<file path="src/rtl/mem_access_unit.sv">
// -----------------------------------------------------------------------------
// mem_access_unit
//
// Memory-stage data-memory access unit of the 5-stage MIPS pipeline. It sits
// between the EX/MEM register outputs and the MEM/WB register, runs one
// req/ack transaction on the data-memory bus per load or store, and freezes the
// pipeline (stall_m) while that transaction is outstanding.
//
// Stores: byte enables and lane-replicated write data are built from
// mem_size_m and the low address bits (little-endian, lane = aluout_m[1:0]).
// Loads: the bus word is captured on the ack cycle. The selected byte, half or
// word is then sign- or zero-extended onto readdata_m during the DONE cycle.
// At all other times readdata_m holds the last extracted value.
//
// Optional build macro: MEM_ALIGN_EXC_EN
//   defined   : adds addr_exc_m. A misaligned half/word access raises it and
//               issues no request.
//   undefined : misaligned half/word accesses use the aligned-down lane.
//
// Ports
//   clk, reset            pipeline clock, synchronous active-high reset
//   memread_m/memwrite_m  load / store in M stage
//   mem_size_m            00 byte, 01 half, 1x word
//   mem_unsigned_m        zero-extend loads (lbu/lhu)
//   flush_m               kill the current M-stage instruction
//   aluout_m              effective byte address
//   writedata_m           store source register
//   dmem_*                data-memory bus (req/we/addr/be/wdata out, rdata/ack in)
//   readdata_m            extended load data to MEM/WB
//   addr_exc_m            misaligned access (only with MEM_ALIGN_EXC_EN)
//   stall_m               freeze PC, IF/ID, ID/EX, EX/MEM
// -----------------------------------------------------------------------------
module mem_access_unit #(
  parameter int unsigned ADDR_WIDTH  = 32,
  parameter logic [31:0] RDATA_RESET = 32'h0
) (
  input  logic                  clk,
  input  logic                  reset,
  input  logic                  memread_m,
  input  logic                  memwrite_m,
  input  logic [1:0]            mem_size_m,
  input  logic                  mem_unsigned_m,
  input  logic                  flush_m,
  input  logic [31:0]           aluout_m,
  input  logic [31:0]           writedata_m,
  output logic                  dmem_req,
  output logic                  dmem_we,
  output logic [ADDR_WIDTH-1:0] dmem_addr,
  output logic [3:0]            dmem_be,
  output logic [31:0]           dmem_wdata,
  input  logic [31:0]           dmem_rdata,
  input  logic                  dmem_ack,
  output logic [31:0]           readdata_m,
`ifdef MEM_ALIGN_EXC_EN
  output logic                  addr_exc_m,
`endif
  output logic                  stall_m
);

  typedef enum logic [1:0] {
    ST_IDLE = 2'b00,
    ST_BUSY = 2'b01,
    ST_DONE = 2'b10
  } state_e;

  state_e      state_q, state_d;
  logic        flushed_q, flushed_d;  // flush seen while BUSY; drop the DONE
  logic [31:0] rdata_q;               // raw bus word of the last load
  logic [31:0] hold_q;                // last value shown on readdata_m

  logic [1:0]  lane;
  logic        is_mem;
  logic        is_byte;
  logic        is_half;
  logic        pending;
  logic        capture;
  logic        load_done;
  logic [31:0] load_ext;

  assign lane    = aluout_m[1:0];
  assign is_mem  = memread_m | memwrite_m;
  assign is_byte = (mem_size_m == 2'b00);
  assign is_half = (mem_size_m == 2'b01);

`ifdef MEM_ALIGN_EXC_EN
  // Word is size 10 or 11; anything not byte/half is a word access.
  assign addr_exc_m = is_mem & ((is_half & lane[0]) |
                                (~is_byte & ~is_half & (lane != 2'b00)));
  assign pending    = is_mem & ~flush_m & ~addr_exc_m;
`else
  assign pending    = is_mem & ~flush_m;
`endif

  // ---------------------------------------------------------------------------
  // Bus formatting. Address, enables and data follow the M inputs directly;
  // upstream holds them stable for as long as stall_m is high.
  // ---------------------------------------------------------------------------
  assign dmem_we   = memwrite_m;
  assign dmem_addr = {aluout_m[ADDR_WIDTH-1:2], 2'b00};

  // NOTE: every signal written in an always_comb gets a default first, so no
  // path through the case statement can leave it unassigned and infer a latch.
  always_comb begin
    dmem_be    = 4'b1111;
    dmem_wdata = writedata_m;
    if (is_byte) begin
      dmem_be    = 4'b0001 << lane;
      dmem_wdata = {4{writedata_m[7:0]}};
    end else if (is_half) begin
      // lane[0] is ignored: a misaligned half falls back to its aligned half.
      dmem_be    = lane[1] ? 4'b1100 : 4'b0011;
      dmem_wdata = {2{writedata_m[15:0]}};
    end
  end

  // ---------------------------------------------------------------------------
  // Access FSM
  //   IDLE -> BUSY on a pending access; IDLE -> DONE if ack arrives at once.
  //   BUSY -> DONE on ack, or -> IDLE on ack if the instruction was flushed.
  //   DONE -> IDLE always. DONE is the only cycle with stall_m low during an access.
  // ---------------------------------------------------------------------------
  always_comb begin
    state_d   = state_q;
    flushed_d = flushed_q;
    capture   = 1'b0;
    dmem_req  = 1'b0;
    stall_m   = 1'b0;
    unique case (state_q)
      ST_IDLE: begin
        flushed_d = 1'b0;
        // An ack with nothing pending is stale (e.g. abandoned by reset).
        if (pending) begin
          dmem_req = 1'b1;
          stall_m  = 1'b1;
          if (dmem_ack) begin
            state_d = ST_DONE;
            capture = memread_m;
          end else begin
            state_d = ST_BUSY;
          end
        end
      end
      ST_BUSY: begin
        // The bus transaction cannot be cancelled, so it runs to ack even
        // when flushed. The flush is remembered in case it is only a pulse.
        dmem_req = 1'b1;
        stall_m  = 1'b1;
        if (flush_m) begin
          flushed_d = 1'b1;
        end
        if (dmem_ack) begin
          flushed_d = 1'b0;
          if (flush_m | flushed_q) begin
            state_d = ST_IDLE;
          end else begin
            state_d = ST_DONE;
            capture = memread_m;
          end
        end
      end
      ST_DONE: begin
        state_d = ST_IDLE;
      end
      default: begin
        state_d = ST_IDLE;
      end
    endcase
  end

  // ---------------------------------------------------------------------------
  // Load extraction from the captured word. The M inputs are still those of
  // the completing instruction during DONE, so lane/size/sign are taken live.
  // ---------------------------------------------------------------------------
  always_comb begin
    load_ext = rdata_q;
    if (is_byte) begin
      unique case (lane)
        2'd0: load_ext = {{24{rdata_q[7]  & ~mem_unsigned_m}}, rdata_q[7:0]};
        2'd1: load_ext = {{24{rdata_q[15] & ~mem_unsigned_m}}, rdata_q[15:8]};
        2'd2: load_ext = {{24{rdata_q[23] & ~mem_unsigned_m}}, rdata_q[23:16]};
        default: load_ext = {{24{rdata_q[31] & ~mem_unsigned_m}}, rdata_q[31:24]};
      endcase
    end else if (is_half) begin
      if (lane[1]) begin
        load_ext = {{16{rdata_q[31] & ~mem_unsigned_m}}, rdata_q[31:16]};
      end else begin
        load_ext = {{16{rdata_q[15] & ~mem_unsigned_m}}, rdata_q[15:0]};
      end
    end
  end

  // A store's DONE cycle must not disturb readdata_m.
  assign load_done  = (state_q == ST_DONE) & memread_m;
  assign readdata_m = load_done ? load_ext : hold_q;

  // NOTE: sequential state uses non-blocking assignments only, so every
  // register samples the pre-edge values regardless of statement order.
  always_ff @(posedge clk) begin
    if (reset) begin
      state_q   <= ST_IDLE;
      flushed_q <= 1'b0;
      rdata_q   <= RDATA_RESET;
      hold_q    <= RDATA_RESET;
    end else begin
      state_q   <= state_d;
      flushed_q <= flushed_d;
      if (capture) begin
        rdata_q <= dmem_rdata;
      end
      if (load_done) begin
        hold_q <= load_ext;
      end
    end
  end

endmodule

</file>
<file path="config.mk">
export PLATFORM = sky130hd
export DESIGN_NAME = mem_access_unit
export DESIGN_NICKNAME = d
export VERILOG_FILES = /design/src/rtl/mem_access_unit.sv
export SDC_FILE = /design/constraint.sdc
export NUM_CORES = 1
export LEC_CHECK = 0
export BUFFER_PORTS_ARGS = -buffer_cell sky130_fd_sc_hd__buf_2
export CAP_MARGIN = 20
export CORE_MARGIN = 1.5
export CORE_UTILIZATION = 25
export DETAILED_ROUTE_END_ITERATION = 10
export PLACE_DENSITY = 0.48
export SLEW_MARGIN = 30
export SYNTH_ARGS = -nofsm -noshare
export SYNTH_HDL_FRONTEND = slang
export SYNTH_SLANG_ARGS = --single-unit
</file>
<file path="constraint.sdc">
create_clock -name clk -period 1.9 [get_ports clk]
set_input_delay 0.19 -clock clk [delete_from_list [all_inputs] [get_ports clk]]
set_output_delay 0.19 -clock clk [all_outputs]
set_load 0.01 [all_outputs]
</file>
# [Word-level counts from Yosys, hierarchy flattened]
# Index checks and enable logic that the tools add are counted.
[word_totals] register_bits=67 latch_bits=0 mem_bits_rw=0 mem_bits_ro=0 in_bits=105 out_inout_bits=103 wordCells=54 mem_count=0
[classes] addsub=0 mul=0 div=0 n_lt_le_gt_ge=0 eq_ne=8 shift=1 muxes=25 bitwise=10 reduce_logical=6
[op_table] op="$mux W32" count=6
[op_table] op="$pmux W32 S3" count=1
[op_table] op="$mux W4" count=3
[op_table] op="$mux W2" count=4
[op_table] op="$mux W1" count=7
[op_table] op="$and A1 B1 Y1" count=6
[op_table] op="$eq A2 B1 Y1 const B" count=3
[op_table] op="$logic_not A2 Y1" count=3
[op_table] op="$pmux W1 S2" count=3
[op_table] op="$eq A2 B2 Y1 const B" count=2
[op_table] op="$ne A2 B2 Y1 const B" count=2
[op_table] op="$pmux W2 S2" count=1
[op_table] op="$reduce_and A2 Y1" count=2
[op_table] op="$shl A1 B2 Y4 const A" count=1
[op_table] op="$ne A3 B3 Y1 const B" count=1
[op_table] op="$not A1 Y1" count=2
[op_table] op="$or A1 B1 Y1" count=2
[op_table] op="$reduce_bool A2 Y1" count=1

# [Longest topological paths before layout]
[logic_depth] depth_word=6 ltp_mapped=6

# [Worst setup path before layout]
# No wires, ideal clock.
[synth_timing] kind="reg2out" startpoint="reg rdata_q[31]" endpoint="out readdata_m[10]" arrival_time_ns=1.345 setup_slack_ns=0.365 path_stages_with_launch=6 n_path_buf=1 path_cell_list="dfxtp_1 -> and3b_1 -> nor4_4 -> a21oi_2 -> buf_4 -> a21oi_1"
[synth_via] elab_chain_len=4
[synth_rtl] item="start, declared" line_no="68" source="logic [31:0] rdata_q;"
[synth_rtl] item="start signal, assigned" line_no="208" source="rdata_q <= dmem_rdata;"
[synth_rtl] item="$and A1 B1 Y1" line_no="181" source="default: load_ext = {{24{rdata_q[31] & ~mem_unsigned_m}}, rdata_q[31:24]};"
[synth_rtl] item="$pmux W32 S3" line_no="177" source="unique case (lane)"
[synth_rtl] item="$mux W32" line_no="176" source="if (is_byte) begin"
[synth_rtl] item="$mux W32"
[synth_rtl] item="end, declared" line_no="53" source="output logic [31:0] readdata_m,"
# Every way passes these cells.

# [Worst setup path in the final report]
[layout_timing] startpoint="reg rdata_q[31]" endpoint="out readdata_m[20]"
[layout_via] elab_chain_len=5 elab_cells_between_ends=6 classes_between="5 x mux; 1 x bitwise"
[layout_rtl] item="$and A1 B1 Y1 *" line_no="181, 185"
[layout_rtl] item="$mux W32" line_no="184" source="if (lane[1]) begin"
[layout_rtl] item="$mux W32" line_no="183" source="end else if (is_half) begin"
[layout_rtl] item="$mux W32 *" line_no="176"
[layout_rtl] item="$mux W32 *"
# Mark *: on every way between the ends. The rest lies on a longest branch, timed or not.

==> results.md <==
- Outcome: finished, violations left
- Failing checks: setup timing
- Worst path buffer plus inverter count: 3
- Mapped Area: 3920 µm²
- Crit path max-delay family: buffers and inverters
- Initial DRT Pass Iterations: 4
- Nets: 706
- Clock root buffer: clkbuf_16
- DRT iter0 DRCs: 219
- WL per Instance: 16.8 µm
- RR Startpoint: rdata_q[31]$_SDFFE_PP0P_
- Pre-CTS setup slack: 97.7 ps
- Routed wire length: 13.8 mm
- Hold Path Class: in2reg
- Worst-path cell chain: and3b_2 > nor4_4 > buf_4 > a211oi_4 > buf_6 > a21oi_2 > buf_2
- Vias in the first global route: 3,719
- Non-filler cells, final: 817
- Mapped Avg Cell Area: 8.31 µm²
- Num rows: 45
- Post-synth EDFFs: 0
- Total Power: 3870 µW
- Clock skew: 6.13 ps
- Peak supply drop: 328 µV
- Critical Path Source Type: register
- Max Slew Vio Count: 0
- Crit end category: output pin
- Synth top cells by count: 102 x nand2_1, 67 x dfxtp_1, 58 x a21oi_1
- Crit path launch: rdata_q[31]$_SDFFE_PP0P_
- Seq/Total Area, Yosys: 34.3%
- Post-synth ARST share: 0%
- Synth area leaders: dfxtp_1 34%, nand2_1 9.8%, buf_4 8.4%, a21oi_1 7.4%, a211oi_2 5.1%
- Fraction of layout cells with a size suffix above 1: 49.3%
- Finished Core Util: 34.9%
- GP Congestion: 0.843
- Minimum clock period: 2060 ps
- Count leader, synth: nand2_1
- #FFs+latches synth: 67
- Syn-to-layout area delta: 36.0%
- I/O pin total: 208
- Cell Pwr Density: 726 nW/µm²
- Fill count: 1,619
- Final worst-path cycle share: 108%
- Synth warn: 0
- Netlist cell types: 41
- Largest stage delay on the critical path: 340 ps
- Reg clk slew, reported paths: 60 ps
- Footprint of the multi-input gates: 2180 µm²
- Yosys top cell by area: dfxtp_1
- CP max-delay cell: a211oi_4
- Clock sinks: 67
- Die height: 128 µm
- Final setup margin: -155 ps
- DR vias: 3,866
- Port Buf Inserts: 145
- Starting Density: 25.7%
- Post-route ant nets: 0
- Die ar.: 16,400 µm²
- Placed insts: 780
- Routed wl met2: 6.68 mm
- # DRC: 0
- # setup viols final: 23
- M1 WL: 5.63 mm
- Post-Synthesis Cells: 471
- Largest net degree at the start of global routing: 40
- Die Width: 128 µm
- Fin. Hold Viols: 0
- Total CTS buffers: 9
- Primary FF master, synth: dfxtp_1
- GRT overflow: 0
- Yosys top cell area share: 34.3%
- Arr. time, crit path: 1870 ps
- Crit Path Class: reg2out
- Max cap viols: 0
- CP required: 1710 ps
- Register area: 1350 µm²
- Hold slack: 48.2 ps
- Initial antenna violation count: 1
- Detailed-placement wirelength estimate: 10.6 mm
- GRT Total Usage: 16.3%
- Top sig layer: met5
- ANT cells: 0
- Worst hold path startpoint: dmem_ack
- FMAX: 487 MHz
- Via/cell ratio: 4.73
- Clk_lat worst skew: 340 ps
- WL met3: 1.18 mm
- RSZ-0062 raised after global routing: yes
- Clock buffer depth: 2
- CTS tree: done
- Htree depth: 3
- Critical Path Fanout Max: 7
- Global-route wire length before repair: 20.0 mm
- Total core area: 15,300 µm²
- Lkg Pwr: 0.00215 µW
==> cell usage in the layout (no fill, tap or decap), types with 5 or more instances in the layout <==
master     netlist  routed
buf_4           44      40
clkbuf_16        0      11
a22oi_1          9       9
a21oi_2          1      24
mux4_2           7       7
dfxtp_1         67      63
nor2_1          37      33
o21ai_0         17      16
nor2b_1          7       7
a21oi_1         58      34
a211oi_2        16      16
nand2_1        102     102
nor2_2           1       5
a41oi_2          7       7
mux2_2          16      16
a211oi_1         8       8
buf_2           16     146
mux2i_1         10      10
==> sequential cells by signal, summed over array words and instances (netlist names) <==
signal	count
hold_q	32
state_q	2
rdata_q	32
flushed_q	1
==> metal layers <==
layer	up-vias	global-route usage, %
li1	1853	-
met1	1796	19.5
met2	184	28.2
met3	31	3.96
met4	2	5.88
met5	-	0
==> final timing paths <==
path,cells past startpoint,endpoint,slack [ps]
max,7,readdata_m[20],-160
min reg2reg,1,state_q[1]$_SDFFE_PP0P_,470
max reg2reg,8,hold_q[28]$_SDFF_PP0_,110
min,2,state_q[0]$_SDFFE_PP0P_,50
==> logic make-up (layout without fill, tap and decap cells) <==
group | count (synthesis) | after routing | share of synthesized area (%)
flip-flops | 67 | 67 | 34.3
other | 1 | 2 | 0.0958
AND/OR/NAND/NOR | 163 | 163 | 18.0
AO/OA/AOI/OAI | 125 | 125 | 23.1
multiplexers | 33 | 33 | 11.2
buffers and inverters | 82 | 216 | 13.4
==> stage by stage <==
step,setup TNS (ps),cell area (µm²)
after global routing,-4100,5330
after floorplan,0,3920
after global placement,0,4660
after detailed placement,0,4660
final,-2440,5330
after CTS,-2670,5180
==> report_power, final <==
part / internal [µW] / total, µW / switching, µW
Combinational: 296 / 662 / 366
Sequential: 1450 / 1480 / 32.5
Clock: 1060 / 1720 / 660
Total: 2810 / 3870 / 1060
==> repair_timing <==
| action | in CTS | in global routing |
|---|---|---|
| gates cloned | 1 | 3 |
| pin swaps | 2 | 7 |
| endpoints found under the setup margin | 32 | 30 |
| buffers inserted | 13 | 5 |
| resized for setup | 25 | 22 |
| hold buffers | 0 | 0 |
==> cell type report <==
class,instances,area share [%]
Tap cell,211,4.96
Sequential cell,67,25.4
Multi-Input combinational cell,323,40.9
Clock buffer,10,4.49
Inverter,4,0.282
Timing Repair Buffer,196,22.7
Clock inverter,6,1.36
Note: power is estimated with default switching activity, not from simulation.
